<file path="config.mk">
export PLATFORM = sky130hd
export DESIGN_NAME = id_fwd_stage
export DESIGN_NICKNAME = d
export VERILOG_FILES = /design/src/rtl/id_fwd_stage.sv
export SDC_FILE = /design/constraint.sdc
export NUM_CORES = 1
export LEC_CHECK = 0
export ABC_AREA = 1
export BUFFER_PORTS_ARGS = -buffer_cell sky130_fd_sc_hd__buf_2
export CAP_MARGIN = 10
export CORE_AREA = 3 3 130 132
export DETAILED_ROUTE_END_ITERATION = 7
export DIE_AREA = 0 0 133 135
export GPL_TIMING_DRIVEN = 0
export PLACE_DENSITY = 0.8
export SKIP_LAST_GASP = 1
export SYNTH_ARGS = -nofsm -noshare
export SYNTH_HDL_FRONTEND = slang
export SYNTH_SLANG_ARGS = --single-unit
</file>
<file path="constraint.sdc">
create_clock -name clk -period 3.45 [get_ports clk]
set_input_delay 0.69 -clock clk [delete_from_list [all_inputs] [get_ports clk]]
set_output_delay 0.69 -clock clk [all_outputs]
set_load 0.05 [all_outputs]
</file>
<file path="src/rtl/id_fwd_stage.sv">
// Registered MIPS decode stage: owns the ID/EX register, resolves operands from
// multiple forwarding sources and stalls while a matching source is not ready.
module id_fwd_stage #(
  parameter int unsigned DATA_W = 32,
  parameter int unsigned NFWD   = 2,
  parameter int unsigned AOP_W  = 8,
  parameter int unsigned ASEL_W = 3
) (
  input  logic                     clk,
  input  logic                     rst,
  input  logic                     in_valid,
  output logic                     in_ready,
  input  logic [DATA_W-1:0]        pc_i,
  input  logic [31:0]              inst_i,
  input  logic                     flush_i,
  output logic                     reg1_read_o,
  output logic                     reg2_read_o,
  output logic [4:0]               reg1_addr_o,
  output logic [4:0]               reg2_addr_o,
  input  logic [DATA_W-1:0]        reg1_data_i,
  input  logic [DATA_W-1:0]        reg2_data_i,
  input  logic [NFWD-1:0]          fwd_wreg_i,
  input  logic [5*NFWD-1:0]        fwd_wd_i,
  input  logic [DATA_W*NFWD-1:0]   fwd_wdata_i,
  input  logic [NFWD-1:0]          fwd_rdy_i,
  output logic                     out_valid,
  input  logic                     out_ready,
  output logic [AOP_W-1:0]         aluop_o,
  output logic [ASEL_W-1:0]        alusel_o,
  output logic [DATA_W-1:0]        reg1_o,
  output logic [DATA_W-1:0]        reg2_o,
  output logic [4:0]               wd_o,
  output logic                     wreg_o,
  output logic [DATA_W-1:0]        pc_o,
  output logic                     inst_invalid_o
);

  // Opcode and SPECIAL function fields
  localparam logic [5:0] OP_SPECIAL = 6'h00;
  localparam logic [5:0] OP_ANDI    = 6'h0C;
  localparam logic [5:0] OP_ORI     = 6'h0D;
  localparam logic [5:0] OP_XORI    = 6'h0E;
  localparam logic [5:0] OP_LUI     = 6'h0F;
  localparam logic [5:0] OP_PREF    = 6'h33;

  localparam logic [5:0] FN_SLL  = 6'h00;
  localparam logic [5:0] FN_SRL  = 6'h02;
  localparam logic [5:0] FN_SRA  = 6'h03;
  localparam logic [5:0] FN_SLLV = 6'h04;
  localparam logic [5:0] FN_SRLV = 6'h06;
  localparam logic [5:0] FN_SRAV = 6'h07;
  localparam logic [5:0] FN_MOVZ = 6'h0A;
  localparam logic [5:0] FN_MOVN = 6'h0B;
  localparam logic [5:0] FN_SYNC = 6'h0F;
  localparam logic [5:0] FN_MFHI = 6'h10;
  localparam logic [5:0] FN_MTHI = 6'h11;
  localparam logic [5:0] FN_MFLO = 6'h12;
  localparam logic [5:0] FN_MTLO = 6'h13;
  localparam logic [5:0] FN_AND  = 6'h24;
  localparam logic [5:0] FN_OR   = 6'h25;
  localparam logic [5:0] FN_XOR  = 6'h26;
  localparam logic [5:0] FN_NOR  = 6'h27;

  // Shared ALU op / result-select encodings
  localparam logic [AOP_W-1:0] ALU_NOP  = AOP_W'(8'h00);
  localparam logic [AOP_W-1:0] ALU_AND  = AOP_W'(8'h24);
  localparam logic [AOP_W-1:0] ALU_OR   = AOP_W'(8'h25);
  localparam logic [AOP_W-1:0] ALU_XOR  = AOP_W'(8'h26);
  localparam logic [AOP_W-1:0] ALU_NOR  = AOP_W'(8'h27);
  localparam logic [AOP_W-1:0] ALU_SLL  = AOP_W'(8'h7C);
  localparam logic [AOP_W-1:0] ALU_SRL  = AOP_W'(8'h02);
  localparam logic [AOP_W-1:0] ALU_SRA  = AOP_W'(8'h03);
  localparam logic [AOP_W-1:0] ALU_MOVZ = AOP_W'(8'h0A);
  localparam logic [AOP_W-1:0] ALU_MOVN = AOP_W'(8'h0B);
  localparam logic [AOP_W-1:0] ALU_MFHI = AOP_W'(8'h10);
  localparam logic [AOP_W-1:0] ALU_MTHI = AOP_W'(8'h11);
  localparam logic [AOP_W-1:0] ALU_MFLO = AOP_W'(8'h12);
  localparam logic [AOP_W-1:0] ALU_MTLO = AOP_W'(8'h13);

  localparam logic [ASEL_W-1:0] SEL_NOP   = ASEL_W'(3'd0);
  localparam logic [ASEL_W-1:0] SEL_LOGIC = ASEL_W'(3'd1);
  localparam logic [ASEL_W-1:0] SEL_SHIFT = ASEL_W'(3'd2);
  localparam logic [ASEL_W-1:0] SEL_MOVE  = ASEL_W'(3'd3);

  logic [5:0]  w_op;
  logic [5:0]  w_funct;
  logic [4:0]  w_rs;
  logic [4:0]  w_rt;
  logic [4:0]  w_rd;
  logic [4:0]  w_shamt;
  logic [15:0] w_imm16;

  assign w_op    = inst_i[31:26];
  assign w_rs    = inst_i[25:21];
  assign w_rt    = inst_i[20:16];
  assign w_rd    = inst_i[15:11];
  assign w_shamt = inst_i[10:6];
  assign w_funct = inst_i[5:0];
  assign w_imm16 = inst_i[15:0];

  logic              w_dec_ok;
  logic              w_rd1_en;
  logic              w_rd2_en;
  logic              w_we_dec;
  logic              w_use_imm1;
  logic              w_use_imm2;
  logic              w_is_lui;
  logic              w_is_movn;
  logic              w_is_movz;
  logic [AOP_W-1:0]  w_aluop;
  logic [ASEL_W-1:0] w_alusel;
  logic [4:0]        w_dest;

  // Instruction decode; anything not matched stays an invalid NOP
  always_comb begin
    w_dec_ok   = 1'b0;
    w_rd1_en   = 1'b0;
    w_rd2_en   = 1'b0;
    w_we_dec   = 1'b0;
    w_use_imm1 = 1'b0;
    w_use_imm2 = 1'b0;
    w_is_lui   = 1'b0;
    w_is_movn  = 1'b0;
    w_is_movz  = 1'b0;
    w_aluop    = ALU_NOP;
    w_alusel   = SEL_NOP;
    w_dest     = w_rd;

    if (w_op == OP_SPECIAL && w_shamt == 5'd0) begin
      case (w_funct)
        FN_AND, FN_OR, FN_XOR, FN_NOR: begin
          w_dec_ok = 1'b1;
          w_rd1_en = 1'b1;
          w_rd2_en = 1'b1;
          w_we_dec = 1'b1;
          w_alusel = SEL_LOGIC;
          case (w_funct)
            FN_AND:  w_aluop = ALU_AND;
            FN_OR:   w_aluop = ALU_OR;
            FN_XOR:  w_aluop = ALU_XOR;
            default: w_aluop = ALU_NOR;
          endcase
        end
        FN_SLLV, FN_SRLV, FN_SRAV: begin
          w_dec_ok = 1'b1;
          w_rd1_en = 1'b1;
          w_rd2_en = 1'b1;
          w_we_dec = 1'b1;
          w_alusel = SEL_SHIFT;
          case (w_funct)
            FN_SLLV: w_aluop = ALU_SLL;
            FN_SRLV: w_aluop = ALU_SRL;
            default: w_aluop = ALU_SRA;
          endcase
        end
        FN_MFHI, FN_MFLO: begin
          w_dec_ok = 1'b1;
          w_we_dec = 1'b1;
          w_alusel = SEL_MOVE;
          w_aluop  = (w_funct == FN_MFHI) ? ALU_MFHI : ALU_MFLO;
        end
        FN_MTHI, FN_MTLO: begin
          w_dec_ok = 1'b1;
          w_rd1_en = 1'b1;
          w_aluop  = (w_funct == FN_MTHI) ? ALU_MTHI : ALU_MTLO;
        end
        FN_MOVN, FN_MOVZ: begin
          w_dec_ok  = 1'b1;
          w_rd1_en  = 1'b1;
          w_rd2_en  = 1'b1;
          w_we_dec  = 1'b1;
          w_alusel  = SEL_MOVE;
          w_is_movn = (w_funct == FN_MOVN);
          w_is_movz = (w_funct == FN_MOVZ);
          w_aluop   = (w_funct == FN_MOVN) ? ALU_MOVN : ALU_MOVZ;
        end
        FN_SYNC: w_dec_ok = 1'b1;
        default: ;
      endcase
    end

    // Immediate shifts: shamt feeds port 1, rt is read on port 2
    if (w_op == OP_SPECIAL && w_rs == 5'd0) begin
      case (w_funct)
        FN_SLL, FN_SRL, FN_SRA: begin
          w_dec_ok   = 1'b1;
          w_rd2_en   = 1'b1;
          w_use_imm1 = 1'b1;
          w_we_dec   = 1'b1;
          w_alusel   = SEL_SHIFT;
          case (w_funct)
            FN_SLL:  w_aluop = ALU_SLL;
            FN_SRL:  w_aluop = ALU_SRL;
            default: w_aluop = ALU_SRA;
          endcase
        end
        default: ;
      endcase
    end

    case (w_op)
      OP_ORI, OP_ANDI, OP_XORI, OP_LUI: begin
        w_dec_ok   = 1'b1;
        w_rd1_en   = (w_op != OP_LUI);
        w_use_imm2 = 1'b1;
        w_is_lui   = (w_op == OP_LUI);
        w_we_dec   = 1'b1;
        w_dest     = w_rt;
        w_alusel   = SEL_LOGIC;
        case (w_op)
          OP_ANDI: w_aluop = ALU_AND;
          OP_XORI: w_aluop = ALU_XOR;
          default: w_aluop = ALU_OR;
        endcase
      end
      OP_PREF: w_dec_ok = 1'b1;
      default: ;
    endcase
  end

  assign reg1_read_o = w_rd1_en;
  assign reg2_read_o = w_rd2_en;
  assign reg1_addr_o = w_rs;
  assign reg2_addr_o = w_rt;

  logic [DATA_W-1:0] w_imm1;
  logic [DATA_W-1:0] w_imm2;
  assign w_imm1 = DATA_W'(w_shamt);
  assign w_imm2 = w_is_lui ? DATA_W'({w_imm16, 16'h0000}) : DATA_W'(w_imm16);

  logic [DATA_W-1:0] w_op1;
  logic [DATA_W-1:0] w_op2;
  logic              w_haz1;
  logic              w_haz2;

  // Operand resolution; scanning oldest to youngest lets the lowest index win
  always_comb begin
    w_op1  = '0;
    w_haz1 = 1'b0;
    if (!w_rd1_en) begin
      w_op1 = w_use_imm1 ? w_imm1 : '0;
    end else if (w_rs != 5'd0) begin
      w_op1 = reg1_data_i;
      for (int k = int'(NFWD) - 1; k >= 0; k--) begin
        if (fwd_wreg_i[k] && fwd_wd_i[5*k +: 5] == w_rs) begin
          w_op1  = fwd_wdata_i[DATA_W*k +: DATA_W];
          w_haz1 = !fwd_rdy_i[k];
        end
      end
    end
  end

  always_comb begin
    w_op2  = '0;
    w_haz2 = 1'b0;
    if (!w_rd2_en) begin
      w_op2 = w_use_imm2 ? w_imm2 : '0;
    end else if (w_rt != 5'd0) begin
      w_op2 = reg2_data_i;
      for (int k = int'(NFWD) - 1; k >= 0; k--) begin
        if (fwd_wreg_i[k] && fwd_wd_i[5*k +: 5] == w_rt) begin
          w_op2  = fwd_wdata_i[DATA_W*k +: DATA_W];
          w_haz2 = !fwd_rdy_i[k];
        end
      end
    end
  end

  logic       w_hazard;
  logic       w_accept;
  logic       w_wreg;
  logic [4:0] w_wd;

  assign w_hazard = w_haz1 || w_haz2;
  assign in_ready = rst && !flush_i && !w_hazard && (!out_valid || out_ready);
  assign w_accept = in_valid && in_ready;

  // Register $0 is never a real destination; movn/movz gate on resolved rt
  assign w_wd   = w_we_dec ? w_dest : 5'd0;
  assign w_wreg = w_we_dec && (w_wd != 5'd0)
               && (!w_is_movn || (w_op2 != '0))
               && (!w_is_movz || (w_op2 == '0));

  logic              r_valid;
  logic [AOP_W-1:0]  r_aluop;
  logic [ASEL_W-1:0] r_alusel;
  logic [DATA_W-1:0] r_reg1;
  logic [DATA_W-1:0] r_reg2;
  logic [4:0]        r_wd;
  logic              r_wreg;
  logic [DATA_W-1:0] r_pc;
  logic              r_invalid;

  // ID/EX register: flush beats capture, capture beats drain
  always_ff @(posedge clk) begin
    if (!rst) begin
      r_valid   <= 1'b0;
      r_aluop   <= ALU_NOP;
      r_alusel  <= SEL_NOP;
      r_reg1    <= '0;
      r_reg2    <= '0;
      r_wd      <= 5'd0;
      r_wreg    <= 1'b0;
      r_pc      <= '0;
      r_invalid <= 1'b0;
    end else if (flush_i) begin
      r_valid <= 1'b0;
    end else if (w_accept) begin
      r_valid   <= 1'b1;
      r_aluop   <= w_aluop;
      r_alusel  <= w_alusel;
      r_reg1    <= w_op1;
      r_reg2    <= w_op2;
      r_wd      <= w_wd;
      r_wreg    <= w_wreg;
      r_pc      <= pc_i;
      r_invalid <= !w_dec_ok;
    end else if (out_ready) begin
      r_valid <= 1'b0;
    end
  end

  assign out_valid      = r_valid;
  assign aluop_o        = r_aluop;
  assign alusel_o       = r_alusel;
  assign reg1_o         = r_reg1;
  assign reg2_o         = r_reg2;
  assign wd_o           = r_wd;
  assign wreg_o         = r_wreg;
  assign pc_o           = r_pc;
  assign inst_invalid_o = r_invalid;

endmodule

</file>
==> results.cfg, run 1 <==
[status]
status = finished, final reports clean

[setup_path]
end_kind = output port
crit_type = primary input to output port
path_max_fanout = 10
crit_start = inst_i[31]
critPathMaxStageDelay_ns = 0.39
reg2reg_from = out_valid
reg2reg_slack_ns = 1.54
cpLargestDelayFamily = buffers and inverters
cp_slowest_cell = clkbuf_2
arrival_ns = 2.64
worst-path-buf-inv = 6
worstPathRequired_ns = 2.76
worstPathCellList = buf_2 > nor2_1 > inv_1 > nor2_4 > inv_2 > nor2_1 > inv_2 > nand2_1 > clkbuf_2 > buf_2
critPathLaunchType = primary input

[layout]
fin_util_pct = 60.5
drive_gt1_share_pct = 28.2
final_area_mm2 = 0.00957
nets = 1760
syn_to_final_growth_pct = 30.5

[place]
pre_cts_ws_ns = -0.0941
place.detailed.hpwl_um = 26100
numPortBuffers = 336
dpl_cell_area_mm2 = 0.00929
gp_congestion = 1.00

[routing]
drcViolationCount = 0
routed_via_density = 5.49
drt_pass1_iterations = 8
wl_per_cell_um = 18.4
drtIter0Drc = 1046
wirelength_um = 32600
vias = 9732
final_antenna_net_count = 0

[grt]
first_global_vias = 9326
grt_max_degree = 19
track_usage_pct = 35.0
grt_pass1_wl_um = 49300
grt_overflow_total = 0
grt_antenna_before_repair = 5

[logic_synthesis]
synthDistinctLibCells = 38
synthFlopType = dfxtp_1
synth_edf_count = 0
syn_inst = 1201
syn_avg_cell_area_um2 = 6.10
ys.warnings.count = 0
netlist_area_mm2 = 0.00733
ys_seq_elements = 112
async_flop_share_pct = 0
ys_seq_area_share_pct = 30.6

[timing]
final_max_slew_viol_count = 0
slew_headroom_pct = 43.7
hold_violations = 0
setup_tns_ns = 0
finalClockSkew_ns = 0.00980
fin_crit_sh_pct = 96.6
finalSetupViolCount = 0
fmax_mhz = 300
period_minus_slack_ns = 3.33
fin_ws_ns = 0.119
rsz0062_at_grt = no
tightest_slew_ns = 0.844

[clock_network]
clk_latency_ns = 0.37
cts_inserted_buffers = 9
cts_tree = built
numClockSinks = 112
hold_buffers = 0
root_buffer = clkbuf_16
cts_max_path_buffers = 2
clkTransAtPathRegs_ns = 0.07
h-tree-depth = 3

[power_and_ir_drop]
power.density_mw_per_mm2 = 346
leakage_nw = 5.05
pwr-share-seq_pct = 41.8
clock_power_share_pct = 30.7
sw_frac_of_total_pct = 36.2
peakVddDrop_uv = 259
intPower_mw = 2.11
combPwrFrac_pct = 27.5
power.switching_mw = 1.20

[flow_run]
drv_cap = 0

[floorplan]
ios = 339
row_count = 46
coreArea_mm2 = 0.0158
die_h_um = 135
start_util_pct = 46.3
dieWidth_um = 133
die_area_mm2 = 0.0180

[min_path]
min-delay-start = aluop_o[0]
hold_path.class = register to register
-- sequential cells by signal, indices dropped and copies added (netlist names) --
| name | cells |
|---|---|
| reg1_o | 32 |
| wd_o | 5 |
| out_valid | 1 |
| pc_o | 32 |
| aluop_o | 6 |
| inst_invalid_o | 1 |
| reg2_o | 32 |
| alusel_o | 2 |
| wreg_o | 1 |
-- through the flow --
| step | total power [mW] | hold WS [ns] | std cells |
|---|---|---|---|
| 2_1_floorplan | 1.98 | 0.680 | 1202 |
| 3_5_place_dp | 2.31 | 0.456 | 1754 |
| 3_3_place_gp | 2.30 | 0.452 | 1754 |
| 4_1_cts | 3.30 | 0.467 | 1769 |
| 6_report | 3.31 | 0.465 | 1772 |
| 5_1_grt | 3.43 | 0.483 | 1772 |
-- routing by layer --
layer | vias up | global-route usage, % | routed length [um]
met1 | 4343 | 43.8 | 12800
met2 | 618 | 56.9 | 14900
met3 | 114 | 7.75 | 3390
met4 | 4 | 17.6 | 1550
li1 | 4653 | - | -
met5 | - | 0 | 32
-- tightest hold or removal path, cell delays in order, from the launching register on --
cell     delay (ns)
dfxtp_1        0.31
nand2_1        0.06
a21oi_1        0.05
-- logic make-up after synthesis --
| group | Yosys count | share of synthesized area [%] |
|---|---|---|
| AND/OR/NAND/NOR | 603 | 35.6 |
| AO/OA/AOI/OAI | 274 | 21.0 |
| buffers and inverters | 211 | 12.9 |
| flip-flops | 112 | 30.6 |
| other | 1 | 0.0512 |
-- cells in the final DEF, fill, tap and decap left out, drive strengths merged --
cell      Yosys  layout
nor3          5       5
o211ai       13      13
a311oi        2       2
o31ai         1       1
a21oi        81      81
a21boi        1       1
inv         120     122
o211a         1       1
clkbuf       39      48
nand2       198     198
a41oi         2       2
o22ai         7       7
clkinvlp      0       2
nand4        30      30
nand3       119     119
o2111ai      10      10
clkinv        0       2
a221oi        2       2
nand3b        1       1
nor2        249     249
diode         0       3
dfxtp       112     112
nor4          1       1
buf          52     388
a31oi         7       7
a211oi        4       4
conb          1       2
o21ai       143     143
-- power groups by stage --
stage,logic (mW),registers (mW),clock network [mW]
after floorplan,0.349,1.63,0
after global placement,0.888,1.41,0
after detailed placement,0.894,1.41,0
after CTS,0.897,1.38,1.02
after global routing,0.975,1.39,1.07
final,0.909,1.38,1.02
-- area by class of cell --
| class | count | area, um2 |
|---|---|---|
| well taps | 216 | 270 |
| diodes | 3 | 7.51 |
| inverters | 120 | 450 |
| plain buffers | 91 | 493 |
| clock buffers | 9 | 225 |
| clock inverters | 6 | 42.5 |
| flip-flops and latches | 112 | 2240 |
| multi-input cells | 879 | 4160 |
| fillers | 1651 | 6260 |
| repair buffers | 336 | 1680 |
-- Yosys cell counts, types with 2 or more instances --
master	n	area, um2
nand4_1	30	188
a21oi_1	80	400
nor2_4	7	78.8
buf_6	6	67.6
nor2_1	237	890
o22ai_1	7	43.8
a311oi_1	2	17.5
nor2_2	5	31.3
a221oi_1	2	17.5
o2111ai_1	10	87.6
a211oi_2	4	50.1
inv_1	111	417
buf_1	4	15.0
nand3_2	2	20.0
nand3_1	116	581
nor3_1	5	25.0
dfxtp_1	112	2240
buf_2	21	105
inv_2	9	33.8
o21ai_0	130	651
nand2_2	6	37.5
a31oi_1	7	43.8
o21ai_1	12	60.1
nand2_1	192	721
o211ai_1	13	97.6
buf_4	21	158
clkbuf_1	39	146
-- path summary, 6_finish.rpt --
path,endpoint,cells after the start
max,reg1_read_o,10
min,aluop_o[0],2
min reg2reg,aluop_o[0],2
max reg2reg,reg1_o[6],8
-- repair_timing --
action	4_1_cts	5_1_grt
endpoints found under the setup margin	1	1
gates resized for setup	1	1
pin swaps	0	0
setup buffers	0	0
Power figures use the tool's default switching activity.
==> run 2, diff against run 1 <==
Settings changed: ABC_AREA 1 to not set, CORE_AREA 3 3 130 132 to 3 3 129 131, DIE_AREA 0 0 133 135 to 0 0 132 134, PLACE_DENSITY 0.8 to 0.78.
==> results.cfg, run 2 <==
[clock_network]
root_buffer = clkbuf_16
clk_latency_ns = 0.37
cts_tree = built
clkTransAtPathRegs_ns = 0.08
cts_max_path_buffers = 2
h-tree-depth = 3
cts_inserted_buffers = 9
numClockSinks = 112

[setup_path]
arrival_ns = 2.74
crit_type = primary input to output port
crit_start = inst_i[6]
worstPathCellList = buf_2 > or3_1 > or3_4 > o32ai_4 > and2_1 > buf_4 > o21a_2 > a211oi_4 > buf_6
critPathMaxStageDelay_ns = 0.42
reg2reg_from = out_valid
reg2reg_depth = 8
cp_slowest_cell = or3_1
cpLargestDelayFamily = simple AND/OR/NAND/NOR gates
end_kind = output port
critPathLaunchType = primary input
path_max_fanout = 6
worstPathRequired_ns = 2.76
r2r_end = reg1_o[11]
reg2reg_slack_ns = 1.31
worst-path-buf-inv = 3

[grt]
grt_max_degree = 22
grt.busiest_layer = met2
grt_antenna_before_repair = 2
track_usage_pct = 35.0
met3_usage_pct = 7.24
grt_overflow_total = 0
grt_use_met1_pct = 41.9
grt_use_met2_pct = 61.2
first_global_vias = 8570
grt_pass1_wl_um = 48600

[timing]
period_minus_slack_ns = 3.43
tightest_slew_ns = 0.951
slew_headroom_pct = 36.6
fin_crit_sh_pct = 99.4
finalClockSkew_ns = 0.0121
setup_tns_ns = 0
rsz0062_at_grt = yes
fmax_mhz = 292
finalSetupViolCount = 0
final_max_slew_viol_count = 0
hold_violations = 0

[routing]
vias = 8891
drcViolationCount = 0
drt_pass1_iterations = 6
wirelength_um = 32500
wl_per_cell_um = 21.5
drtIter0Drc = 765
final_antenna_net_count = 0
routed_via_density = 5.88

[logic_synthesis]
synth_edf_count = 0
synth_top_cell_by_area = dfxtp_1
netlist_area_mm2 = 0.00700
yosys-top-cells-count = nand2_1 (189), dfxtp_1 (112), nor2_1 (95)
yosys-top-cells-area = dfxtp_1 (32%), nand2_1 (10%), mux2i_1 (5.6%), a21oi_1 (5.4%), nor2_1 (5.1%)
syn_inst = 941
synth_top_area_share_pct = 32.0
synthFlopType = dfxtp_1
ys_seq_elements = 112
async_flop_share_pct = 0
ys_seq_area_share_pct = 32.0
ys.warnings.count = 0
syn_avg_cell_area_um2 = 7.44
synth.most_common_cell = nand2_1
synthDistinctLibCells = 63

[layout]
drive_gt1_share_pct = 33.1
layout_common_cells = buf_2 (357), nand2_1 (188), dfxtp_1 (112)
fin_util_pct = 59.8
fillers = 1591
nets = 1501
final_cells = 1511
antenna_cells = 0
syn_to_final_growth_pct = 34.3
layout_commonest_cell = buf_2

[min_path]
min-delay-start = pc_o[10]
hold_depth = 2
hold_end = pc_o[10]
hold_path.class = register to register

[floorplan]
die_h_um = 134
row_count = 46
coreArea_mm2 = 0.0157
dieWidth_um = 132
ios = 339
start_util_pct = 44.5
die_area_mm2 = 0.0177

[power_and_ir_drop]
power.density_mw_per_mm2 = 352
leakage_nw = 4.34
peakVddDrop_uv = 211

[flow_run]
drv_cap = 0

[place]
place.detailed.hpwl_um = 26300
gp_congestion = 1.04
numPortBuffers = 335
place_inst = 1493

[status]
status = finished, final reports clean
-- run 2: changes by cell type after synthesis, sizes merged, moves of 18 or more --
cell     change
a211oi      +21
a21boi      +18
a221oi      +18
inv        -117
mux2i       +39
nand3      -108
nand4       -23
nor2       -153
nor3        +37
o2111ai     +22
o21ai      -128
-- run 2: worst min-delay path: stages (launching register included) --
cell and delay, ns:
dfxtp_1 0.31, nand2_1 0.05, a21oi_1 0.05
-- run 2: repair_timing --
item	CTS	global route
hold buffers	0	0
pin swaps	2	0
buffers inserted	2	0
gates resized for setup	17	27
endpoints found under the setup margin	74	6
-- run 2: layout make-up --
class                   instances  area [um2]  share of cell area [%]
plain buffers                  96         475                    5.06
clock buffers                   9         225                    2.40
clock inverters                 7        96.3                    1.03
inverters                       3        11.3                   0.120
multi-input cells             731        4380                    46.6
flip-flops and latches        112        2240                    23.9
well taps                     216         270                    2.88
repair buffers                337        1700                    18.1
-- run 2: power by group --
group          internal (mW)  leakage, nW  switching, mW
Clock                  0.588        0.154          0.567
Combinational          0.257         3.28          0.548
Sequential              1.33        0.909         0.0188
-- run 2: cell families (layout without fill, tap and decap cells) --
logic type	Yosys count	after routing	share of synthesized area, %
AND/OR/NAND/NOR	414	414	26.5
AO/OA/AOI/OAI	255	255	26.4
flip-flops	112	112	32.0
buffers and inverters	99	452	6.79
multiplexers	39	39	5.58
XOR/XNOR	21	21	2.63
other	1	2	0.0536
-- run 2: metrics by stage --
step | power, mW | worst slack (ns) | hold WS, ns | instance area [um2]
floorplan | 1.82 | 0.157 | 0.667 | 7020
global placement | 2.16 | -0.632 | 0.437 | 8960
detailed placement | 2.16 | -0.706 | 0.445 | 8960
CTS | 3.30 | -0.00431 | 0.456 | 9330
global route | 3.42 | -0.0262 | 0.470 | 9400
finish | 3.31 | 0.0196 | 0.454 | 9400
-- run 2: layer usage --
layer	up-vias	wire [um]
met3	95	3160
met5	-	7
met2	579	15600
met4	2	1330
li1	4117	-
met1	4098	12400
-- run 2: worst max-delay path by stage --
| stage | endpoint | cells past startpoint |
|---|---|---|
| 2_1_floorplan | reg1_o[10] | 12 |
| 3_3_place_gp | wreg_o | 12 |
| 3_5_place_dp | wreg_o | 12 |
| 4_1_cts | wreg_o | 12 |
| 5_1_grt | wreg_o | 12 |
| 6_report | in_ready | 9 |
==> run 3, diff against run 2 <==
Settings changed: CELL_PAD_IN_SITES_DETAIL_PLACEMENT set to 0, CELL_PAD_IN_SITES_GLOBAL_PLACEMENT set to 1, CORE_AREA 3 3 129 131 to not set, CORE_MARGIN set to 3, CORE_UTILIZATION set to 35, DIE_AREA 0 0 132 134 to not set, PLACE_DENSITY 0.78 to 0.88.
==> results.cfg, run 3 (synthesized netlist as in run 2, its figures left out) <==
[status]
violations = setup timing
status = finished with violations

[timing]
finalSetupViolCount = 1
period_minus_slack_ns = 3.46
hold_violations = 0
slew_headroom_pct = 40.7
fmax_mhz = 289
finalClockSkew_ns = 0.00607
fin_ws_ns = -0.00587
fin_crit_sh_pct = 100
tightest_slew_ns = 0.890
final_max_slew_viol_count = 0
rsz0062_at_grt = yes

[floorplan]
die_area_mm2 = 0.0217
coreArea_mm2 = 0.0195
ios = 339
row_count = 51
dieWidth_um = 147
die_h_um = 147
start_util_pct = 35.8

[setup_path]
worstPathRequired_ns = 2.76
reg2reg_slack_ns = 1.31
r2r_end = reg2_o[1]
path_max_fanout = 6
end_kind = output port
crit_end = in_ready
critPathLaunchType = primary input
reg2reg_depth = 7
arrival_ns = 2.77
crit_start = inst_i[6]
crit_type = primary input to output port
reg2reg_from = out_valid

[grt]
track_usage_pct = 31.1
grt_overflow_total = 0
first_global_vias = 8495
grt_antenna_before_repair = 4
grt_pass1_wl_um = 51600
grt_max_degree = 19

[clock_network]
cts_inserted_buffers = 9
cts_tree = built
hold_buffers = 0
clkTransAtPathRegs_ns = 0.07
cts_max_path_buffers = 2
h-tree-depth = 3
clk_latency_ns = 0.36
numClockSinks = 112
root_buffer = clkbuf_16

[place]
numPortBuffers = 335
dpl_cell_area_mm2 = 0.00902
place_inst = 1542
place.detailed.hpwl_um = 28800
gp_congestion = 0.965

[power_and_ir_drop]
finalPower_mw = 3.21
peakVddDrop_uv = 213
leakage_nw = 4.31
power.density_mw_per_mm2 = 341

[layout]
layout_commonest_cell = buf_2
final_cells = 1561
syn_to_final_growth_pct = 34.5
layout_common_cells = buf_2 (355), nand2_1 (189), dfxtp_1 (112)
drive_gt1_share_pct = 32.5
nets = 1501
fin_util_pct = 48.2
final_area_mm2 = 0.00941

[routing]
final_antenna_net_count = 0
drt_pass1_iterations = 5
vias = 8826
wirelength_um = 35200
drcViolationCount = 0
routed_via_density = 5.65
wl_per_cell_um = 22.5
drtIter0Drc = 746

[flow_run]
drv_cap = 0

[min_path]
hold_path.class = register to register
min-delay-start = pc_o[24]
hold_depth = 2
==> run 3: cell count changes in the layout (fill, tap and decap cells not counted), moves of 2 or more <==
cell      change
xnor2_1       -2
inv_8         -2
buf_2         -2
clkbuf_1      +7
clkinv_2      +2
clkbuf_2      -6
xnor2_2       +2
nor4_1        +2
clkbuf_4      +3
==> run 3: through the flow <==
step	worst slack, ns	hold slack [ns]	TNS [ns]
floorplan	0.157	0.667	0
global placement	-0.537	0.438	-39.39
detailed placement	-0.620	0.444	-36.90
CTS	-0.0376	0.455	-0.0376
global route	-0.0656	0.475	-0.117
finish	-0.00587	0.453	-0.00587
==> run 3: layout make-up <==
cell class | instances | area [um2]
multi-input combinational | 731 | 4380
timing repair buffer | 337 | 1690
fill | 2113 | 10100
sequential | 112 | 2240
clock buffer | 11 | 243
buffer | 96 | 473
tap | 265 | 332
inverter | 3 | 11.3
antenna | 1 | 2.50
clock inverter | 5 | 38.8
==> run 3: layer usage <==
| metal | GRT usage (%) | wire length (um) | vias to the layer above |
|---|---|---|---|
| met4 | 9.32 | 1010 | 6 |
| met3 | 7.36 | 3670 | 79 |
| li1 | - | - | 4121 |
| met5 | 0 | 34 | - |
| met2 | 52.0 | 16400 | 547 |
| met1 | 40.0 | 14000 | 4073 |
==> run 3: worst max-delay path, stage by stage <==
cell      delay (ns)
buf_2           0.16
or3_1           0.44
or3_4           0.38
o32ai_4         0.30
and2_1          0.16
buf_4           0.14
o21a_2          0.20
a211oi_4        0.05
clkbuf_4        0.24
==> run 3: worst min path at each step <==
stage	end	slack, ns
after global placement	wd_o[1]	0.44
after floorplan	wd_o[1]	0.67
after detailed placement	pc_o[19]	0.44
after CTS	wd_o[3]	0.45
after global routing	pc_o[16]	0.47
final	pc_o[24]	0.45
==> run 3: where the power goes <==
part | internal [mW] | switching [mW]
clock | 0.519 | 0.526
sequential | 1.33 | 0.0199
combinational | 0.257 | 0.557
total | 2.11 | 1.10
==> run 3: repair_timing <==
item / CTS / global route
setup buffers: 2 / 0
resized for setup: 15 / 18
pin swaps: 2 / 0
endpoints found under the setup margin: 45 / 21
